==> src/rtl/leg_sequencer.sv <==
// rtl/leg_sequencer.sv - per-leg IK job sequencer driving the leg counter and IK core
//
// Ports:
//   CLK, nRST            clock, asynchronous active-low reset
//   START, MODE          run request; MODE 0 = single leg, 1 = all legs
//   LEG_START            first leg of the run (also forwarded as CTR_LEG_IN)
//   ABORT                cancel a run in progress
//   CTR_MODE/SET/TRIGGER leg counter controls
//   CTR_LEG_IN           counter load value
//   LEG_SELECT           counter output (current leg)
//   INVALID_SELECT       counter range flag for CTR_LEG_IN
//   IK_VALID/READY/LEG   request handshake to the IK core
//   IK_DONE              IK core completion pulse
//   BUSY, DONE, ERROR    run status to the register layer
//   LEG_DONE_MASK        legs completed in the current run
module leg_sequencer #(
  parameter int N_LEGS         = 6,
  parameter int N_LEGS_SIZE    = $clog2(N_LEGS),
  parameter int TIMEOUT_CYCLES = 1024,
  parameter int TMR_SIZE       = $clog2(TIMEOUT_CYCLES)
) (
  input  logic                   CLK,
  input  logic                   nRST,
  input  logic                   START,
  input  logic                   MODE,
  input  logic [N_LEGS_SIZE-1:0] LEG_START,
  input  logic                   ABORT,
  output logic [2:0]             CTR_MODE,
  output logic                   CTR_SET,
  output logic                   CTR_TRIGGER,
  output logic [N_LEGS_SIZE-1:0] CTR_LEG_IN,
  input  logic [N_LEGS_SIZE-1:0] LEG_SELECT,
  input  logic                   INVALID_SELECT,
  output logic                   IK_VALID,
  input  logic                   IK_READY,
  output logic [N_LEGS_SIZE-1:0] IK_LEG,
  input  logic                   IK_DONE,
  output logic                   BUSY,
  output logic                   DONE,
  output logic                   ERROR,
  output logic [N_LEGS-1:0]      LEG_DONE_MASK
);

  localparam logic [2:0] S_IDLE    = 3'd0;
  localparam logic [2:0] S_LOAD    = 3'd1;
  localparam logic [2:0] S_ISSUE   = 3'd2;
  localparam logic [2:0] S_WAIT    = 3'd3;
  localparam logic [2:0] S_ADVANCE = 3'd4;
  localparam logic [2:0] S_FINISH  = 3'd5;
  localparam logic [2:0] S_ERR     = 3'd6;

  localparam logic [N_LEGS_SIZE:0] ALL_LEGS = (N_LEGS_SIZE+1)'(N_LEGS);
  localparam logic [N_LEGS_SIZE:0] ONE_LEG  = (N_LEGS_SIZE+1)'(1);
  localparam logic [TMR_SIZE-1:0]  TMR_MAX  = TMR_SIZE'(TIMEOUT_CYCLES - 1);
  localparam logic [TMR_SIZE-1:0]  TMR_ONE  = TMR_SIZE'(1);

  logic [2:0]             state_q, state_d;
  logic                   error_q, error_d;
  logic [N_LEGS-1:0]      mask_q, mask_d;
  logic [N_LEGS_SIZE:0]   legs_left_q, legs_left_d;
  logic [TMR_SIZE-1:0]    tmr_q, tmr_d;
  logic [N_LEGS_SIZE-1:0] cur_leg_q, cur_leg_d;

  always_comb begin
    state_d     = state_q;
    error_d     = error_q;
    mask_d      = mask_q;
    legs_left_d = legs_left_q;
    tmr_d       = tmr_q;
    cur_leg_d   = cur_leg_q;

    case (state_q)
      S_IDLE: begin
        if (START) begin
          if (INVALID_SELECT) begin
            state_d = S_ERR;
          end else begin
            state_d     = S_LOAD;
            error_d     = 1'b0;
            mask_d      = '0;
            legs_left_d = MODE ? ALL_LEGS : ONE_LEG;
          end
        end
      end
      S_LOAD:    state_d = S_ISSUE;
      S_ISSUE: begin
        if (IK_READY) begin
          state_d   = S_WAIT;
          cur_leg_d = LEG_SELECT;
          tmr_d     = '0;
        end
      end
      S_WAIT: begin
        tmr_d = tmr_q + TMR_ONE;
        // Completion is checked before the timeout so a late-but-in-time
        // IK_DONE on the limit cycle still counts as success.
        if (IK_DONE) begin
          mask_d[cur_leg_q] = 1'b1;
          legs_left_d       = legs_left_q - ONE_LEG;
          state_d           = (legs_left_q == ONE_LEG) ? S_FINISH : S_ADVANCE;
        end else if (tmr_q == TMR_MAX) begin
          state_d = S_ERR;
        end
      end
      S_ADVANCE: state_d = S_ISSUE;
      S_FINISH:  state_d = S_IDLE;
      S_ERR:     state_d = S_IDLE;
      default:   state_d = S_IDLE;
    endcase

    // Abort overrides everything the current state would have done and
    // leaves the run bookkeeping exactly as it was.
    if (ABORT && (state_q != S_IDLE)) begin
      state_d     = S_IDLE;
      error_d     = error_q;
      mask_d      = mask_q;
      legs_left_d = legs_left_q;
      tmr_d       = tmr_q;
      cur_leg_d   = cur_leg_q;
    end

    // ERROR becomes visible in the same cycle as the ERR state's DONE pulse.
    if (state_d == S_ERR) begin
      error_d = 1'b1;
    end
  end

  always_ff @(posedge CLK or negedge nRST) begin
    if (!nRST) begin
      state_q     <= S_IDLE;
      error_q     <= 1'b0;
      mask_q      <= '0;
      legs_left_q <= '0;
      tmr_q       <= '0;
      cur_leg_q   <= '0;
    end else begin
      state_q     <= state_d;
      error_q     <= error_d;
      mask_q      <= mask_d;
      legs_left_q <= legs_left_d;
      tmr_q       <= tmr_d;
      cur_leg_q   <= cur_leg_d;
    end
  end

  assign CTR_MODE      = 3'b000;
  assign CTR_LEG_IN    = LEG_START;
  assign CTR_SET       = (state_q == S_LOAD);
  assign CTR_TRIGGER   = (state_q == S_ADVANCE);
  assign IK_VALID      = (state_q == S_ISSUE);
  assign IK_LEG        = LEG_SELECT;
  assign BUSY          = (state_q != S_IDLE);
  assign DONE          = (state_q == S_FINISH) || (state_q == S_ERR);
  assign ERROR         = error_q;
  assign LEG_DONE_MASK = mask_q;

endmodule

==> config.mk <==
export PLATFORM = sky130hd
export DESIGN_NAME = leg_sequencer
export DESIGN_NICKNAME = d
export VERILOG_FILES = /design/src/rtl/leg_sequencer.sv
export SDC_FILE = /design/constraint.sdc
export NUM_CORES = 1
export LEC_CHECK = 0
export CORE_UTILIZATION = 35
export CTS_CLUSTER_SIZE = 40
export DETAILED_ROUTE_END_ITERATION = 12
export GPL_ROUTABILITY_DRIVEN = 0
export HOLD_SLACK_MARGIN = 0.15
export PLACE_DENSITY = 0.57
export SETUP_SLACK_MARGIN = 0.1
export SLEW_MARGIN = 0
export SYNTH_ARGS = -nofsm -noshare
export SYNTH_HDL_FRONTEND = slang
export SYNTH_SLANG_ARGS = --single-unit
==> constraint.sdc <==
create_clock -name CLK -period 2.35 [get_ports CLK]
set_input_delay 0.235 -clock CLK [delete_from_list [all_inputs] [get_ports CLK]]
set_output_delay 0.235 -clock CLK [all_outputs]
set_load 0.05 [all_outputs]
==> impl_metrics.xml <==
<?xml version="1.0" encoding="UTF-8"?>
<metrics>
  <group name="global_routing">
    <metric name="gr-usage-all-layers" unit="">0.152</metric>
    <metric name="first_global_vias" unit="">1177</metric>
    <metric name="largest_net_degree_at_the_start_of_global_routing" unit="">28</metric>
    <metric name="initial_antenna_violation_count" unit="">0</metric>
    <metric name="grt_util_met3" unit="">0.0270</metric>
    <metric name="met2_usage" unit="">0.236</metric>
    <metric name="wire_length_of_the_first_global_routing_pass" unit="um">5240</metric>
    <metric name="grt_util_met1" unit="">0.211</metric>
    <metric name="overflow" unit="">0</metric>
    <metric name="top_usage_layer" unit="">met2</metric>
  </group>
  <group name="yosys">
    <metric name="synth_top_area_cell" unit="">sky130_fd_sc_hd__dfrtp_1</metric>
    <metric name="area_contributors_post_synth" unit="">sky130_fd_sc_hd__dfrtp_1 45%, sky130_fd_sc_hd__buf_4 4.5%, sky130_fd_sc_hd__o21ai_0 4.0%</metric>
    <metric name="synth_seq_area_share" unit="">0.453</metric>
    <metric name="synthesis.instances" unit="">165</metric>
    <metric name="synth.cell_area" unit="um2">1490</metric>
    <metric name="ys_async_sr_fraction" unit="">1.00</metric>
    <metric name="synth_top_area_share" unit="">0.453</metric>
    <metric name="yosys.cell_types.count" unit="">40</metric>
    <metric name="synth-warning-count" unit="">0</metric>
    <metric name="synthesis.area_per_instance" unit="um2">9.03</metric>
    <metric name="ys_seq_elements" unit="">27</metric>
    <metric name="synth_top_flop_cell" unit="">sky130_fd_sc_hd__dfrtp_1</metric>
    <metric name="number_of_synthesized_flops_with_an_enable_pin" unit="">0</metric>
  </group>
  <group name="setup_path">
    <metric name="worst-path-buf-inv" unit="">1</metric>
    <metric name="critical_path_required" unit="ns">2.12</metric>
    <metric name="cp_num_cells" unit="">3</metric>
    <metric name="worst_ep_arrival_time" unit="ns">1.93</metric>
    <metric name="cpLargestDelayFamily" unit="">buffers and inverters</metric>
    <metric name="cp_cell_sequence" unit="">xor2_1 -&gt; and2_1 -&gt; clkdlybuf4s50_1</metric>
    <metric name="crit_path_max_incr_delay" unit="ns">0.80</metric>
    <metric name="worst_setup_path_start_kind" unit="">flip-flop</metric>
    <metric name="path_class" unit="">flip-flop to output pin</metric>
    <metric name="highest_delay_cell_along_the_critical_path" unit="">sky130_fd_sc_hd__clkdlybuf4s50_1</metric>
    <metric name="critical_path.reg2reg.startpoint" unit="">state_q[1]</metric>
    <metric name="endpoint_kind" unit="">output pin</metric>
    <metric name="capture_instance_of_the_worst_register_to_register_path" unit="">tmr_q[7]</metric>
    <metric name="critical_path_peak_fanout" unit="">12</metric>
    <metric name="ff2ff_setup_slack" unit="ns">0.24</metric>
    <metric name="worstRegToRegCells" unit="">4</metric>
  </group>
  <group name="pwr">
    <metric name="share_seq_of_total_power" unit="">0.375</metric>
    <metric name="internal-power" unit="uW">1090</metric>
    <metric name="leakagePower" unit="uW">0.000767</metric>
    <metric name="peakVddDrop" unit="V">0.000618</metric>
    <metric name="powerDensity" unit="nW/um2">1140</metric>
    <metric name="comb_power_share" unit="">0.496</metric>
    <metric name="power.switching" unit="uW">942</metric>
    <metric name="switching_share" unit="">0.464</metric>
    <metric name="clkPwrFrac" unit="">0.129</metric>
  </group>
  <group name="timing">
    <metric name="report.final.hold_viol_count" unit="">0</metric>
    <metric name="timing.final.max_slew_violations" unit="">0</metric>
    <metric name="unrepaired_setup_endpoints_after_global_routing" unit="">no</metric>
    <metric name="final_setup_violation_count" unit="">0</metric>
    <metric name="worst_hold_margin" unit="ns">0.328</metric>
    <metric name="fin_crit" unit="ns">2.17</metric>
    <metric name="max_slew_margin" unit="">0.665</metric>
    <metric name="worst-slew-pin-transition" unit="ns">0.500</metric>
    <metric name="setup_total_neg_slack" unit="ns">0</metric>
    <metric name="fin_crit_sh" unit="">0.923</metric>
    <metric name="achievable-frequency" unit="GHz">0.461</metric>
    <metric name="clock-skew-final" unit="ns">0.00799</metric>
  </group>
  <group name="floorplanning">
    <metric name="design.portCount" unit="">35</metric>
    <metric name="num_rows" unit="">23</metric>
    <metric name="die_w" unit="um">67.3</metric>
    <metric name="die_height" unit="um">67.3</metric>
    <metric name="floorplan.initialDensity" unit="">0.367</metric>
    <metric name="fp.coreArea" unit="um2">4060</metric>
    <metric name="die_area" unit="um2">4520</metric>
  </group>
  <group name="cts">
    <metric name="clkSlewWorstSetupHoldPaths" unit="ns">0.10</metric>
    <metric name="cts_tree" unit="">built</metric>
    <metric name="cts-root-buf" unit="">sky130_fd_sc_hd__clkbuf_8</metric>
    <metric name="htree_levels" unit="">1</metric>
    <metric name="tritoncts_num_sinks" unit="">27</metric>
    <metric name="clock_path_buffers" unit="">2</metric>
    <metric name="tritoncts.num_buffers" unit="">3</metric>
    <metric name="clk-insertion-delay-late" unit="ns">0.27</metric>
  </group>
  <group name="routing">
    <metric name="viasPerCell" unit="">5.17</metric>
    <metric name="avgRoutedWirePerCell" unit="um">13.4</metric>
    <metric name="drt_iter0_drc" unit="">90</metric>
    <metric name="num_vias" unit="">1200</metric>
    <metric name="route.detailed.drc" unit="">0</metric>
    <metric name="total_routed_length" unit="um">3110</metric>
    <metric name="antenna_left" unit="">0</metric>
    <metric name="firstDrtPassIters" unit="">4</metric>
  </group>
  <group name="run_status">
    <metric name="run_status" unit="">completed</metric>
  </group>
  <group name="placement">
    <metric name="place_area" unit="um2">1720</metric>
    <metric name="place_hpwl" unit="um">2240</metric>
    <metric name="portBuffers" unit="">25</metric>
  </group>
  <group name="cells_and_area">
    <metric name="nNetsFinal" unit="">200</metric>
    <metric name="syn2layout_area_growth" unit="%">19.1</metric>
    <metric name="final_area" unit="um2">1770</metric>
    <metric name="layout-drive-gt1-share" unit="">0.0659</metric>
    <metric name="antenna_cells_inserted" unit="">0</metric>
  </group>
  <group name="job">
    <metric name="cap_violations" unit="">0</metric>
  </group>
  <group name="hold_path">
    <metric name="hp-class" unit="">input pin to asynchronous set/reset pin</metric>
  </group>
</metrics>
==> registers in the layout (all words and copies together) (netlist names) <==
| register | cells |
|---|---|
| tmr_q | 10 |
| LEG_DONE_MASK | 6 |
| legs_left_q | 4 |
| cur_leg_q | 3 |
| state_q | 3 |
| ERROR | 1 |
==> worst max path at each step <==
stage	start	end	slack [ns]
2_1_floorplan	state_q[0]	CTR_SET	0.32
3_3_place_gp	ABORT	tmr_q[7]	0.18
3_5_place_dp	ABORT	tmr_q[7]	0.11
4_1_cts	state_q[2]	BUSY	0.16
5_1_grt	state_q[0]	DONE	0.10
6_report	state_q[0]	DONE	0.18
==> placed cells by master (no fill, tap or decap), drive strengths merged, types with 2 or more instances in the layout <==
cell           synthesis  layout
nor2b                  3       3
dfrtp                 27      27
nor3b                  2       2
and3                   2       2
buf                   11       2
nand3                  7       7
a22o                   3       3
nand4                  2       2
nor3                   6       6
ha                     3       3
nand2                 11      11
or4                    2       2
conb                   1       3
clkbuf                 5       3
clkdlybuf4s50          0      24
nor2                  16      16
o31ai                  3       3
or3                    2       2
o21ai                 12      12
xnor2                  4       4
and2                   5       5
nor4                   3       3
inv                   10      10
a31oi                  7       7
a21oi                  5       5
==> kinds of logic (layout without fill, tap and decap cells) <==
logic type / after synthesis / after routing / share of synthesized area
buf+inv: 26 / 41 / 0.0932
mux: 1 / 1 / 0.00756
other cells: 1 / 3 / 0.00252
simple gates: 67 / 67 / 0.242
fa+ha+maj: 3 / 3 / 0.0252
xor+xnor: 5 / 5 / 0.0294
flops: 27 / 27 / 0.453
compound gates: 35 / 35 / 0.147
==> synthesized netlist by cell type, types with 2 or more instances <==
library cell	number
sky130_fd_sc_hd__nand3_1	7
sky130_fd_sc_hd__nand2_1	11
sky130_fd_sc_hd__nor3_1	6
sky130_fd_sc_hd__a21oi_1	5
sky130_fd_sc_hd__inv_1	10
sky130_fd_sc_hd__nand4_1	2
sky130_fd_sc_hd__dfrtp_1	27
sky130_fd_sc_hd__and3_1	2
sky130_fd_sc_hd__nor2_1	16
sky130_fd_sc_hd__a22o_1	3
sky130_fd_sc_hd__or3_1	2
sky130_fd_sc_hd__xnor2_1	4
sky130_fd_sc_hd__clkbuf_1	5
sky130_fd_sc_hd__and2_1	5
sky130_fd_sc_hd__ha_1	3
sky130_fd_sc_hd__nor3b_1	2
sky130_fd_sc_hd__nor4_1	3
sky130_fd_sc_hd__nor2b_1	3
sky130_fd_sc_hd__o31ai_1	3
sky130_fd_sc_hd__o21ai_0	12
sky130_fd_sc_hd__buf_4	9
sky130_fd_sc_hd__a31oi_1	7
==> through the flow <==
stage / std cells / worst slack [ns] / total power (uW) / util
floorplan: 167 / 0.322 / 1500 / -
global placement: 228 / 0.177 / 1760 / 0.425
detailed placement: 228 / 0.115 / 1770 / 0.425
CTS: 232 / 0.159 / 2040 / 0.436
global route: 232 / 0.102 / 2180 / 0.437
finish: 232 / 0.182 / 2030 / 0.437
==> repair_timing <==
| action | in CTS | in global routing |
|---|---|---|
| resized for setup | 1 | 1 |
| pin swaps | 0 | 0 |
| endpoints found under the setup margin | 1 | 1 |
| setup buffers | 0 | 0 |
| hold buffers | 0 | 0 |
==> layer usage <==
metal | routed length (um) | vias up
met4 | 21 | 0
li1 | - | 595
met5 | 0 | -
met1 | 1550 | 561
met2 | 1380 | 40
met3 | 154 | 4
==> power by group through the flow <==
stage	logic, uW	registers (uW)	clock network [uW]
global placement	998	758	0
finish	1010	762	262
global route	1100	786	286
floorplan	643	862	0
CTS	1010	755	277
detailed placement	1010	763	0
==> cell type report <==
class / instances / area (um2)
sequential: 27 / 676
timing repair buffer: 27 / 264
multi-input combinational: 114 / 688
clock buffer: 3 / 41.3
fill: 391 / 2280
clock inverter: 1 / 5.00
inverter: 10 / 37.5
tap: 50 / 62.6
(Power assumes the default switching activity.)
